<file path="src/rtl/countdown_display_if.sv">
// Controller-facing bundle for the countdown/display block.
//   start/stop/pause : one-cycle command pulses from the controller
//   min/sec          : configured minutes/seconds (binary, clamped inside)
//   d6               : status digit {enable, hex[3:0], dp}
//   an/dec_cat       : active-low anodes and cathodes {dp,g,f,e,d,c,b,a}
//   done             : one-cycle pulse when the countdown expires
interface countdown_display_if;
  logic       start;
  logic       stop;
  logic       pause;
  logic [6:0] min;
  logic [6:0] sec;
  logic [5:0] d6;
  logic [7:0] an;
  logic [7:0] dec_cat;
  logic       done;

  modport master (
    output start, stop, pause, min, sec, d6,
    input  an, dec_cat, done
  );

  modport slave (
    input  start, stop, pause, min, sec, d6,
    output an, dec_cat, done
  );
endinterface

</file>
<file path="src/rtl/countdown_display.sv">
// MM:SS countdown engine at one tick per TICK_CYCLES clocks, plus an
// 8-digit multiplexed 7-segment scanner (SCAN_CYCLES clocks per digit).
//   clock : system clock, rising edge
//   reset : asynchronous, active-low
//   bus   : countdown_display_if.slave (commands, config, display, done)
module countdown_display #(
  parameter int unsigned TICK_CYCLES = 100_000_000,
  parameter int unsigned SCAN_CYCLES = 100_000
) (
  input logic            clock,
  input logic            reset,
  countdown_display_if.slave bus
);

  localparam int unsigned TICK_W = $clog2(TICK_CYCLES + 1);
  localparam int unsigned SCAN_W = $clog2(SCAN_CYCLES + 1);

  typedef enum logic [1:0] {IDLE, COUNT, HOLD} state_t;

  state_t              state;
  logic [6:0]          cur_min;
  logic [6:0]          cur_sec;
  logic [TICK_W-1:0]   tick_cnt;
  logic [SCAN_W-1:0]   scan_cnt;
  logic [2:0]          ptr;

  logic [6:0] min_clamp;
  logic [6:0] sec_clamp;
  logic [6:0] show_min;
  logic [6:0] show_sec;
  logic       tick_last;
  logic [3:0] digit;
  logic       digit_on;
  logic       dp_on;
  logic [7:0] an_next;
  logic [7:0] cat_next;

  function automatic logic [6:0] hex7(input logic [3:0] v);
    case (v)
      4'h0: hex7 = 7'h40;
      4'h1: hex7 = 7'h79;
      4'h2: hex7 = 7'h24;
      4'h3: hex7 = 7'h30;
      4'h4: hex7 = 7'h19;
      4'h5: hex7 = 7'h12;
      4'h6: hex7 = 7'h02;
      4'h7: hex7 = 7'h78;
      4'h8: hex7 = 7'h00;
      4'h9: hex7 = 7'h10;
      4'hA: hex7 = 7'h08;
      4'hB: hex7 = 7'h03;
      4'hC: hex7 = 7'h46;
      4'hD: hex7 = 7'h21;
      4'hE: hex7 = 7'h06;
      default: hex7 = 7'h0E;
    endcase
  endfunction

  assign tick_last = (tick_cnt == TICK_W'(TICK_CYCLES - 1));

  always_comb begin
    min_clamp = (bus.min > 7'd99) ? 7'd99 : bus.min;
    sec_clamp = (bus.sec > 7'd59) ? 7'd59 : bus.sec;
    // IDLE previews the live configuration; otherwise show the running count.
    show_min  = (state == IDLE) ? min_clamp : cur_min;
    show_sec  = (state == IDLE) ? sec_clamp : cur_sec;

    digit    = '0;
    digit_on = 1'b0;
    dp_on    = 1'b0;
    case (ptr)
      3'd0: begin digit = 4'(show_sec % 7'd10); digit_on = 1'b1; end
      3'd1: begin digit = 4'(show_sec / 7'd10); digit_on = 1'b1; end
      3'd2: begin digit = 4'(show_min % 7'd10); digit_on = 1'b1; dp_on = 1'b1; end
      3'd3: begin digit = 4'(show_min / 7'd10); digit_on = 1'b1; end
      3'd5: begin digit = bus.d6[4:1]; digit_on = bus.d6[5]; dp_on = bus.d6[0]; end
      default: ;
    endcase

    an_next  = digit_on ? ~(8'd1 << ptr) : '1;
    cat_next = digit_on ? {~dp_on, hex7(digit)} : '1;
  end

  always_ff @(posedge clock or negedge reset) begin
    if (!reset) begin
      scan_cnt    <= '0;
      ptr         <= '0;
      bus.an      <= '1;
      bus.dec_cat <= '1;
    end else begin
      if (scan_cnt == SCAN_W'(SCAN_CYCLES - 1)) begin
        scan_cnt <= '0;
        ptr      <= ptr + 3'd1;
      end else begin
        scan_cnt <= scan_cnt + SCAN_W'(1);
      end
      bus.an      <= an_next;
      bus.dec_cat <= cat_next;
    end
  end

  // Command priority stop > pause > start; a stop/pause in the final-tick
  // cycle suppresses the decrement, so no done is raised.
  always_ff @(posedge clock or negedge reset) begin
    if (!reset) begin
      state    <= IDLE;
      cur_min  <= '0;
      cur_sec  <= '0;
      tick_cnt <= '0;
      bus.done <= 1'b0;
    end else begin
      bus.done <= 1'b0;
      case (state)
        IDLE: begin
          if (bus.start) begin
            cur_min  <= min_clamp;
            cur_sec  <= sec_clamp;
            tick_cnt <= '0;
            if (min_clamp == 7'd0 && sec_clamp == 7'd0) bus.done <= 1'b1;
            else state <= COUNT;
          end
        end
        COUNT: begin
          if (bus.stop) begin
            state <= IDLE;
          end else if (bus.pause) begin
            state <= HOLD;
          end else if (tick_last) begin
            tick_cnt <= '0;
            if (cur_sec != 7'd0) begin
              cur_sec <= cur_sec - 7'd1;
            end else begin
              cur_min <= cur_min - 7'd1;
              cur_sec <= 7'd59;
            end
            if (cur_min == 7'd0 && cur_sec == 7'd1) begin
              state    <= IDLE;
              bus.done <= 1'b1;
            end
          end else begin
            tick_cnt <= tick_cnt + TICK_W'(1);
          end
        end
        HOLD: begin
          if (bus.stop) state <= IDLE;
          else if (bus.pause || bus.start) state <= COUNT;
        end
        default: state <= IDLE;
      endcase
    end
  end

endmodule
</file>
<file path="src/flat_wrapper.sv">
// flat-port wrapper written by rule: the top's interface ports become plain ports
module countdown_display_flat 
#(
  parameter int unsigned TICK_CYCLES = 100_000_000,
  parameter int unsigned SCAN_CYCLES = 100_000
)
  (clock, reset, bus_start, bus_stop, bus_pause, bus_min, bus_sec, bus_d6, bus_an, bus_dec_cat, bus_done);
  countdown_display_if bus_i ();
  input logic clock;
  input logic reset;
  input wire logic [$bits(bus_i.start)-1:0] bus_start;
  input wire logic [$bits(bus_i.stop)-1:0] bus_stop;
  input wire logic [$bits(bus_i.pause)-1:0] bus_pause;
  input wire logic [$bits(bus_i.min)-1:0] bus_min;
  input wire logic [$bits(bus_i.sec)-1:0] bus_sec;
  input wire logic [$bits(bus_i.d6)-1:0] bus_d6;
  output wire logic [$bits(bus_i.an)-1:0] bus_an;
  output wire logic [$bits(bus_i.dec_cat)-1:0] bus_dec_cat;
  output wire logic [$bits(bus_i.done)-1:0] bus_done;
  assign bus_i.start = bus_start;
  assign bus_i.stop = bus_stop;
  assign bus_i.pause = bus_pause;
  assign bus_i.min = bus_min;
  assign bus_i.sec = bus_sec;
  assign bus_i.d6 = bus_d6;
  assign bus_an = bus_i.an;
  assign bus_dec_cat = bus_i.dec_cat;
  assign bus_done = bus_i.done;
  countdown_display #(.TICK_CYCLES(TICK_CYCLES), .SCAN_CYCLES(SCAN_CYCLES)) u_core (.clock(clock), .reset(reset), .bus(bus_i));
endmodule
</file>
<file path="config.mk">
export PLATFORM = sky130hd
export DESIGN_NAME = countdown_display_flat
export DESIGN_NICKNAME = d
export VERILOG_FILES = /design/src/rtl/countdown_display_if.sv /design/src/rtl/countdown_display.sv /design/src/flat_wrapper.sv
export SDC_FILE = /design/constraint.sdc
export NUM_CORES = 1
export LEC_CHECK = 0
export CAP_MARGIN = 15
export CORE_UTILIZATION = 54
export DETAILED_ROUTE_END_ITERATION = 8
export PLACE_DENSITY_LB_ADDON = 0.25
export SETUP_SLACK_MARGIN = 0.5
export SLEW_MARGIN = 20
export SYNTH_ARGS = -nofsm -noshare
export SYNTH_HDL_FRONTEND = slang
export SYNTH_SLANG_ARGS = --single-unit
</file>
<file path="constraint.sdc">
create_clock -name clock -period 4.94 [get_ports clock]
set_clock_uncertainty 0.15 [all_clocks]
set_input_delay 0.988 -clock clock [delete_from_list [all_inputs] [get_ports clock]]
set_output_delay 0.988 -clock clock [all_outputs]
set_load 0.005 [all_outputs]
</file>
# ---- Word level (Yosys, flattened, before mapping)
# Memories as Yosys holds them, arrays and structs flattened.
# Cells that the tools add are included.
dict set report totals {
  regBits 80
  rom_bits 112
  mem_count 1
}
# memory words word_bits rd rd_ports_with_merged_regs wr line_no
set mem_list {}
lappend mem_list {{(no name shown)} 16 7 1 0 0 countdown_display.sv:39} ;# case (v)
dict set report classes {
  add_sub_neg 5
  div_mod_pow 4
  n_lt_le_gt_ge 2
  n_eq_ne 18
  shifts 1
  n_mux 43
  bitwise_logic 2
  reduce_logical 15
}
# cell count
set op_table {}
lappend op_table {{$mux W27} 4}
lappend op_table {{$mux W7} 14}
lappend op_table {{$pmux W27 S2} 1}
lappend op_table {{$pmux W7 S2} 2}
lappend op_table {{$add A27 B1 Y27 const B} 1}
lappend op_table {{$eq A27 B27 Y1 const B} 1}
lappend op_table {{$logic_not A7 Y1} 3}
lappend op_table {{$pmux W4 S5} 1}
lappend op_table {{$add A17 B1 Y17 const B} 1}
lappend op_table {{$eq A17 B17 Y1 const B} 1}
lappend op_table {{$mux W17} 1}
lappend op_table {{$mux W2} 8}
lappend op_table {{$mux W8} 2}
lappend op_table {{$div A7 B4 Y7 const B} 2}
lappend op_table {{$mod A7 B4 Y7 const B} 2}
lappend op_table {{$sub A7 B1 Y7 const B} 2}
lappend op_table {{$ne A2 B2 Y1 const B} 5}
lappend op_table {{$reduce_and A5 Y1} 2}
lappend op_table {{$ne A4 B3 Y1 const B} 2}
lappend op_table {{$not A8 Y8} 1}
lappend op_table {{$shl A1 B3 Y8 const A} 1}
lappend op_table {{$eq A7 B1 Y1 const B} 1}
lappend op_table {{$gt A7 B6 Y1 const B} 1}
lappend op_table {{$gt A7 B7 Y1 const B} 1}
lappend op_table {{other kinds (21)} 30}

# ---- Logic depth before layout (Yosys ltp)
# Gate-level depths: netlist of run 1.
dict set report logic_depth {
  depth_word 7
  mapped_depth 25
  ltp_nobuf 23
}

# ---- Worst setup path after synthesis of run 1
# OpenSTA, ideal clock, no wires.
dict set report synth_timing {
  path_type {input port to flip-flop}
  startpoint {input port bus_sec[6]}
  endpoint {register u_core.bus.dec_cat[3]}
  setup_time_ns 0.098
  t_arrival_ns 5.353
  required_time_ns 4.692
  path_slack_ns -0.662
  path_stages 19
  n_path_buf 1
  cell_sequence {buf_2 -> or2_1 -> mux4_2 -> nand3_2 -> nor2_1 -> o31ai_1 -> ha_1 -> o221ai_2 -> a21oi_2 -> a221oi_1 -> a2111o_1 -> ha_1 -> a21oi_4 -> a2111oi_0 -> o31a_2 -> ha_1 -> mux2_2 -> a2111oi_0 -> a211oi_1}
}
dict set report synth_between {
  elab_chain_cells 7
  elab_cells_between_ends 8
  classes_between {2 x div; 1 x order compare; 4 x mux; 1 x memory}
}
# item line_no
set synth_rtl {}
lappend synth_rtl {{start: declaration} flat_wrapper.sv:15} ;# input wire logic [$bits(bus_i.sec)-1:0] bus_sec;
lappend synth_rtl {{$gt A7 B6 Y1} countdown_display.sv:63} ;# sec_clamp = (bus.sec > 7'd59) ? 7'd59 : bus.sec;
lappend synth_rtl {{$mux W7 *} countdown_display.sv:63}
lappend synth_rtl {{$mux W7 *} countdown_display.sv:66} ;# show_sec = (state == IDLE) ? sec_clamp : cur_sec;
lappend synth_rtl {{$div A7 B4 Y7 / $mod A7 B4 Y7 (equally long branches)} {countdown_display.sv:73, countdown_display.sv:72}}
lappend synth_rtl {{$pmux W4 S5 *} countdown_display.sv:71} ;# case (ptr)
lappend synth_rtl {{$mem_v2 Z16 W7 *} n/a}
lappend synth_rtl {{$mux W8 *} countdown_display.sv:81} ;# cat_next = digit_on ? {~dp_on, hex7(digit)} : '1;
lappend synth_rtl {{net u_core.cat_next[3]} countdown_display.sv:36} ;# logic [7:0] cat_next;
lappend synth_rtl {{end signal: assignment} countdown_display.sv:98} ;# bus.dec_cat <= cat_next;
lappend synth_rtl {{end: declaration} countdown_display_if.sv:25} ;# output an, dec_cat, done
# The timed path passes the listed nets; every way through them passes the cells marked *.
# A chain may end at the register's enable or synchronous reset.

# ---- Worst setup path in the final report of run 1
dict set report layout_timing {
  startpoint {input port bus_sec[4]}
  endpoint {register u_core.bus.dec_cat[4]}
}
# The elaborated chain is that of the path after synthesis.

==> run summary, run 1 <==
outcome = complete, but fails checks
failing checks = DRC, setup timing
placed instance count = 886
crit path max fanout = 4
Starting DRT DRC Count = 478
post-synth top area cell = dfrtp_1
H-tree Lvls = 3
hpwl dp = 12.0 mm
synth top area cells = dfrtp_1 (28%), dfstp_2 (7.3%), nor2_1 (5.0%), ha_1 (5.0%), mux4_2 (3.9%)
Final Non-Filler Cells = 933
Final Power = 0.00391 W
Vias/cell = 6.25
Total GRT Usage = 0.314
Worst-path clk slew = 0.09 ns
Residual DRC = 5
RePlAce Congestion = 0.988
power density cells = 503 nW/µm²
Die ar. = 11100 µm²
synthesized area per cell = 9.01 µm²
max-slew violation count = 0
Fin Hold WS = 0.354 ns
Worst R2R Path Depth = 25
antenna violations before repair = 0
internal cell power = 0.00231 W
synth warn = 0
Worst-Margin Slew = 0.740 ns
Detailed Route WL = 17.6 mm
maxcap violations = 0
# diodes = 0
routed length per instance = 18.8 µm
Sw Pwr = 0.00160 W
Clk pwr share = 0.125
Yosys cell types = 90
Clock Path Buffers = 2
Port Buffers = 41
WP data arrival = 5.12 ns
final worst slack = -0.0550 ns
Hold EP = u_core.scan_cnt[0]
Post-synth top cells = nor2_1 (77), dfrtp_1 (64), nand2_1 (49)
final worst-path cycle share = 1.01
# clock sinks = 80
register area share after synthesis = 0.349
Core ar. = 10400 µm²
global-route wire length before repair = 27.8 mm
Switching Share = 0.409
Ports = 42
Final Hold Fails = 0
CTS tree = built
post-synth top area share = 0.276
# nets final = 840
Reg2Reg Setup Slack = 0 ns
Required @ worst endpoint = 5.06 ns
Root Driver = clkbuf_8
post-synthesis async set-or-reset flop share = 1.00
syn nets = 691
reg-to-reg endpoint = u_core.bus.dec_cat[4]
count leader, synth = nor2_1
Antenna Nets Post-Route = 0
worst min path class = reg2reg
initial core utilization = 0.559
TritonRoute pass-1 iters = 9
EDFF count, synth = 0
hold path startpoint = u_core.scan_cnt[0]
RSZ-0062 raised after global routing = yes
synthesized cell area = 5790 µm²
die width = 106 µm
Core Util, Final = 0.749
Rows = 37
clk_lat worst skew = 0.36 ns
leakage = 3.39 nW
die height = 106 µm
fmax = 200 MHz
area delta synth->final = 34.1%
Max VDD drop = 0.459 mV
most used flip-flop cell after synthesis = dfrtp_1
fraction of layout cells with a size suffix above 1 = 0.310
slew margin rel. = 0.505
total gr overflow = 0
largest net degree at the start of global routing = 81
Hold Path Stages = 1
Period minus WS final = 4.99 ns
post-place setup slack = -0.710 ns
CTS buffer count = 9
Reg power frac = 0.223
post-synthesis cell count = 643
via count = 5833
FF+latch count, synth = 80
vias in the first global route = 5750
Comb power frac = 0.652
startpoint types = input pin
Setup crit end kind = register
Reg2Reg Launch Point = u_core.ptr[0]
path type of the worst setup path = in2reg
# setup viols final = 1
==> how the worst max path moves through the flow <==
stage               start                     to
2_1_floorplan  bus_sec[6]  u_core.bus.dec_cat[3]
3_3_place_gp   bus_sec[6]  u_core.bus.dec_cat[3]
5_1_grt        bus_sec[4]  u_core.bus.dec_cat[4]
6_report       bus_sec[4]  u_core.bus.dec_cat[4]
3_5_place_dp   bus_sec[6]  u_core.bus.dec_cat[3]
4_1_cts        bus_sec[6]  u_core.bus.dec_cat[3]
==> cells by family after synthesis <==
logic type | count (synthesis) | share of synthesized area
AO/OA/AOI/OAI | 175 | 0.219
XOR/XNOR | 34 | 0.0514
adder cells (fa/ha/maj) | 23 | 0.0497
buffers and inverters | 57 | 0.0471
flip-flops | 80 | 0.349
multiplexers | 21 | 0.0581
AND/OR/NAND/NOR | 253 | 0.225
==> worst max-delay path: stages <==
cell	delay, ns
buf_6	0.09
or2_4	0.24
mux4_2	0.52
a21oi_2	0.18
nor2_2	0.05
o21ai_2	0.15
o31ai_4	0.11
ha_4	0.19
o221ai_4	0.09
buf_6	0.14
a21oi_2	0.05
o211a_1	0.20
a2111o_1	0.42
ha_4	0.20
a21oi_4	0.17
a2111oi_4	0.05
o31a_4	0.33
buf_6	0.13
buf_6	0.12
inv_8	0.06
ha_4	0.16
buf_6	0.12
mux2i_1	0.09
o221ai_1	0.25
==> stage by stage <==
stage                     TNS (ns)  area (µm²)
after detailed placement     -3.99        7060
after CTS                        0        7540
after floorplan             -0.496        5940
after global placement       -3.47        7060
after global routing        -0.590        7770
final                      -0.0550        7770
==> cell usage in the layout (no fill, tap or decap), drive strengths merged, types with 17 or more instances in the layout <==
cell type / n
nor3: 17
nand3: 30
xor2: 18
clkdlybuf4s50: 32
o21ai: 42
nand2: 51
dfrtp: 64
ha: 23
buf: 130
inv: 31
nor2: 77
a21oi: 36
==> area by class of cell <==
cell class / instances / area (µm²)
sequential: 80 / 2020
inverter: 30 / 123
multi-input combinational: 506 / 3860
tap: 136 / 170
fill: 746 / 2600
timing repair buffer: 165 / 1390
clock inverter: 3 / 22.5
clock buffer: 13 / 181
==> registers in the layout, summed over array words and instances, names as in the netlist <==
register and flops:
u_core.tick_cnt 27, u_core.bus.dec_cat 8, u_core.state 2, u_core.cur_sec 7, u_core.scan_cnt 17, u_core.bus.done 1
u_core.cur_min 7, u_core.bus.an 8, u_core.ptr 3
==> metal layers <==
metal	vias up	GRT usage	wire, µm	share of wire
li1	2668	-	-	-
met1	2898	0.413	7410	0.42
met2	215	0.518	8680	0.49
met3	52	0.0501	954	0.054
met4	0	0.133	523	0.030
met5	-	0	0	0
==> power by group through the flow <==
stage                     sequential, W  combinational, W  clock, W
after floorplan                0.000847           0.00121         0
after global placement         0.000875           0.00179         0
after detailed placement       0.000880           0.00187         0
after CTS                      0.000867           0.00209  0.000499
after global routing           0.000883           0.00268  0.000532
final                          0.000873           0.00255  0.000490
==> what timing repair did <==
item                                    CTS  global route
buffers inserted                         21             9
endpoints found under the setup margin    7             7
gates resized for setup                  62            27
hold buffers                              0             0
gates cloned                              0             1
pin swaps                                24            28
Note: power is estimated with default switching activity, not from simulation.
==> run 2: changes to the inputs <==
CORE_UTILIZATION = 40   (was 54)
==> run summary, run 2 (synthesis results as in run 1) <==
outcome = finished, final reports clean (was complete, but fails checks)
max-slew violation count = 0 (unchanged)
Clock Path Buffers = 2 (unchanged)
H-tree Lvls = 3 (unchanged)
leakage = 3.37 nW (was 3.39 nW)
crit path cell chain = buf_6 > or2_1 > mux4_2 > a21oi_2 > nor2_2 > o21ai_2 > o31ai_4 > ha_4 > buf_6 > buf_4 > a221oi_2 > o31ai_2 > a311oi_2 > a21oi_4 > o21a_1 > o31a_4 > ha_4 > mux2_4 > a2111oi_4 > a211oi_2 (was buf_6 > or2_4 > mux4_2 > a21oi_2 > nor2_2 > o21ai_2 > o31ai_4 > ha_4 > o221ai_4 > buf_6 > a21oi_2 > o211a_1 > a2111o_1 > ha_4 > a21oi_4 > a2111oi_4 > o31a_4 > buf_6 > buf_6 > inv_8 > ha_4 > buf_6 > mux2i_1 > o221ai_1)
vias in the first global route = 5522 (was 5750)
via count = 5470 (was 5833)
antenna violations before repair = 0 (unchanged)
path type of the worst setup path = in2reg (unchanged)
CP max stage delay = 0.54 ns (was 0.52 ns)
final worst-path cycle share = 0.991 (was 1.01)
# diodes = 0 (unchanged)
power density cells = 494 nW/µm² (was 503 nW/µm²)
worst min path class = reg2reg (unchanged)
startpoint types = input pin (unchanged)
Die ar. = 15000 µm² (was 11100 µm²)
# setup viols final = 0 (was 1)
total gr overflow = 0 (unchanged)
Final Non-Filler Cells = 967 (was 933)
initial core utilization = 0.414 (was 0.559)
Fin Hold WS = 0.338 ns (was 0.354 ns)
area delta synth->final = 34.6% (was 34.1%)
Core Util, Final = 0.558 (was 0.749)
commonest non-fill, non-tap cell in the layout = buf_4 (unchanged)
Vias/cell = 5.66 (was 6.25)
clk_lat worst skew = 0.35 ns (was 0.36 ns)
slew margin rel. = 0.389 (was 0.505)
footprint of the multi-input gates = 3840 µm² (was 3860 µm²)
Total GRT Usage = 0.231 (was 0.314)
Period minus WS final = 4.89 ns (was 4.99 ns)
placed cell areas = 7090 µm² (was 7060 µm²)
largest net degree at the start of global routing = 81 (unchanged)
global-route wire length before repair = 27.0 mm (was 27.8 mm)
hpwl dp = 11.8 mm (was 12.0 mm)
register with the most flip-flops = u_core.tick_cnt (unchanged)
Final Hold Fails = 0 (unchanged)
Hold-fix buffers, CTS = 0 (unchanged)
Required @ worst endpoint = 5.06 ns (about the same)
max reg flops = 27 (unchanged)
routed length per instance = 16.9 µm (was 18.8 µm)
fmax = 204 MHz (was 200 MHz)
Worst-Margin Slew = 0.913 ns (was 0.740 ns)
Residual DRC = 0 (was 5)
Detailed Route WL = 16.3 mm (was 17.6 mm)
RSZ-0062 raised after global routing = yes (unchanged)
die height = 122 µm (was 106 µm)
CTS tree = built (unchanged)
Rows = 43 (was 37)
Core ar. = 14000 µm² (was 10400 µm²)
biggest regs = u_core.tick_cnt: 27 flops, u_core.scan_cnt: 17 flops (unchanged)
register area = 2020 µm² (unchanged)
die width = 122 µm (was 106 µm)
Setup crit end kind = register (unchanged)
Critical Path Slowest Stage Cell = mux4_2 (unchanged)
Max VDD drop = 0.238 mV (was 0.459 mV)
# nets final = 830 (was 840)
Antenna Nets Post-Route = 0 (unchanged)
CTS buffer count = 9 (unchanged)
Worst-path clk slew = 0.07 ns (was 0.09 ns)
fill count = 1244 (was 746)
Final Power = 0.00385 W (was 0.00391 W)
Starting DRT DRC Count = 242 (was 478)
WP data arrival = 5.02 ns (was 5.12 ns)
fraction of layout cells with a size suffix above 1 = 0.295 (was 0.310)
TritonRoute pass-1 iters = 4 (was 9)
fin area = 7800 µm² (was 7770 µm²)
most frequent cells in the layout = buf_4 (108), nor2_1 (73), dfrtp_1 (64) (was buf_4 (115), nor2_1 (74), dfrtp_1 (64))
placed instance count = 927 (was 886)
Port Buffers = 41 (unchanged)
crit path max fanout = 4 (unchanged)
RePlAce Congestion = 0.956 (was 0.988)
# clock sinks = 80 (unchanged)
Ports = 42 (unchanged)
Root Driver = clkbuf_16 (was clkbuf_8)
maxcap violations = 0 (unchanged)
[run 2: changes by cell type in the layout (fill, tap and decap cells not counted), sizes merged]
cell	previous run	this run
bufinv	0	1
buf	130	122
clkinvlp	0	1
clkbuf	15	12
clkinv	2	1
[run 2: area by class of cell]
| class | instances | area share |
|---|---|---|
| clock buffer | 12 | 0.0316 |
| clock inverter | 4 | 0.00658 |
| inverter | 30 | 0.0148 |
| multi-input combinational | 506 | 0.492 |
| sequential | 80 | 0.259 |
| tap | 180 | 0.0289 |
| timing repair buffer | 155 | 0.167 |
[run 2: layer usage]
layer	vias up	track usage	routed length, µm
met5	-	0	0
met4	0	0.0983	347
met3	28	0.0395	613
met2	117	0.381	7800
met1	2653	0.297	7550
li1	2672	-	-
[run 2: worst max-delay path, delay by kind of cell]
kind / cells / cell delay, ns
AND/OR/NAND/NOR: 2 / 0.28
buffers and inverters: 3 / 0.34
multiplexers: 2 / 0.82
adder cells (fa/ha/maj): 2 / 0.36
AO/OA/AOI/OAI: 11 / 2.24
[run 2: path summary, 6_finish.rpt]
check	from	slack, ns	to	cells after the start
setup / recovery	bus_sec[4]	0.05	u_core.bus.dec_cat[3]	20
hold / removal	u_core.scan_cnt[0]	0.34	u_core.scan_cnt[0]	1
setup reg to reg	u_core.ptr[0]	0.12	u_core.bus.dec_cat[3]	22
hold reg to reg	u_core.scan_cnt[0]	0.34	u_core.scan_cnt[0]	1
max in group asynchronous	reset	3.60	u_core.scan_cnt[6]	1
min in group asynchronous	reset	0.52	u_core.tick_cnt[5]	1
[run 2: per-stage QoR]
step                      setup WS, ns  setup TNS, ns
after floorplan                 -0.294         -0.496
after global placement          -0.677          -3.79
after detailed placement        -0.747          -4.29
after CTS                      -0.0162        -0.0162
after global routing            -0.162         -0.343
final                           0.0462              0
[run 2: report_power, final]
part	switching [W]	total [W]	internal [W]
logic	0.00111	0.00230	0.00119
clock network	0.000275	0.000682	0.000407
registers	0.000105	0.000873	0.000768
[run 2: timing repair]
item / in CTS / in global routing
setup buffers: 21 / 2
cloned: 0 / 1
gates resized for setup: 64 / 14
pin swaps: 26 / 20
setup endpoints to repair: 7 / 7
==> run 3: changes to the inputs <==
CAP_MARGIN = default   (was 15)
CORE_UTILIZATION = 54   (was 40)
==> results of run 3 <==
Same layout as run 1: the final DEF is identical, and so are final timing and power.
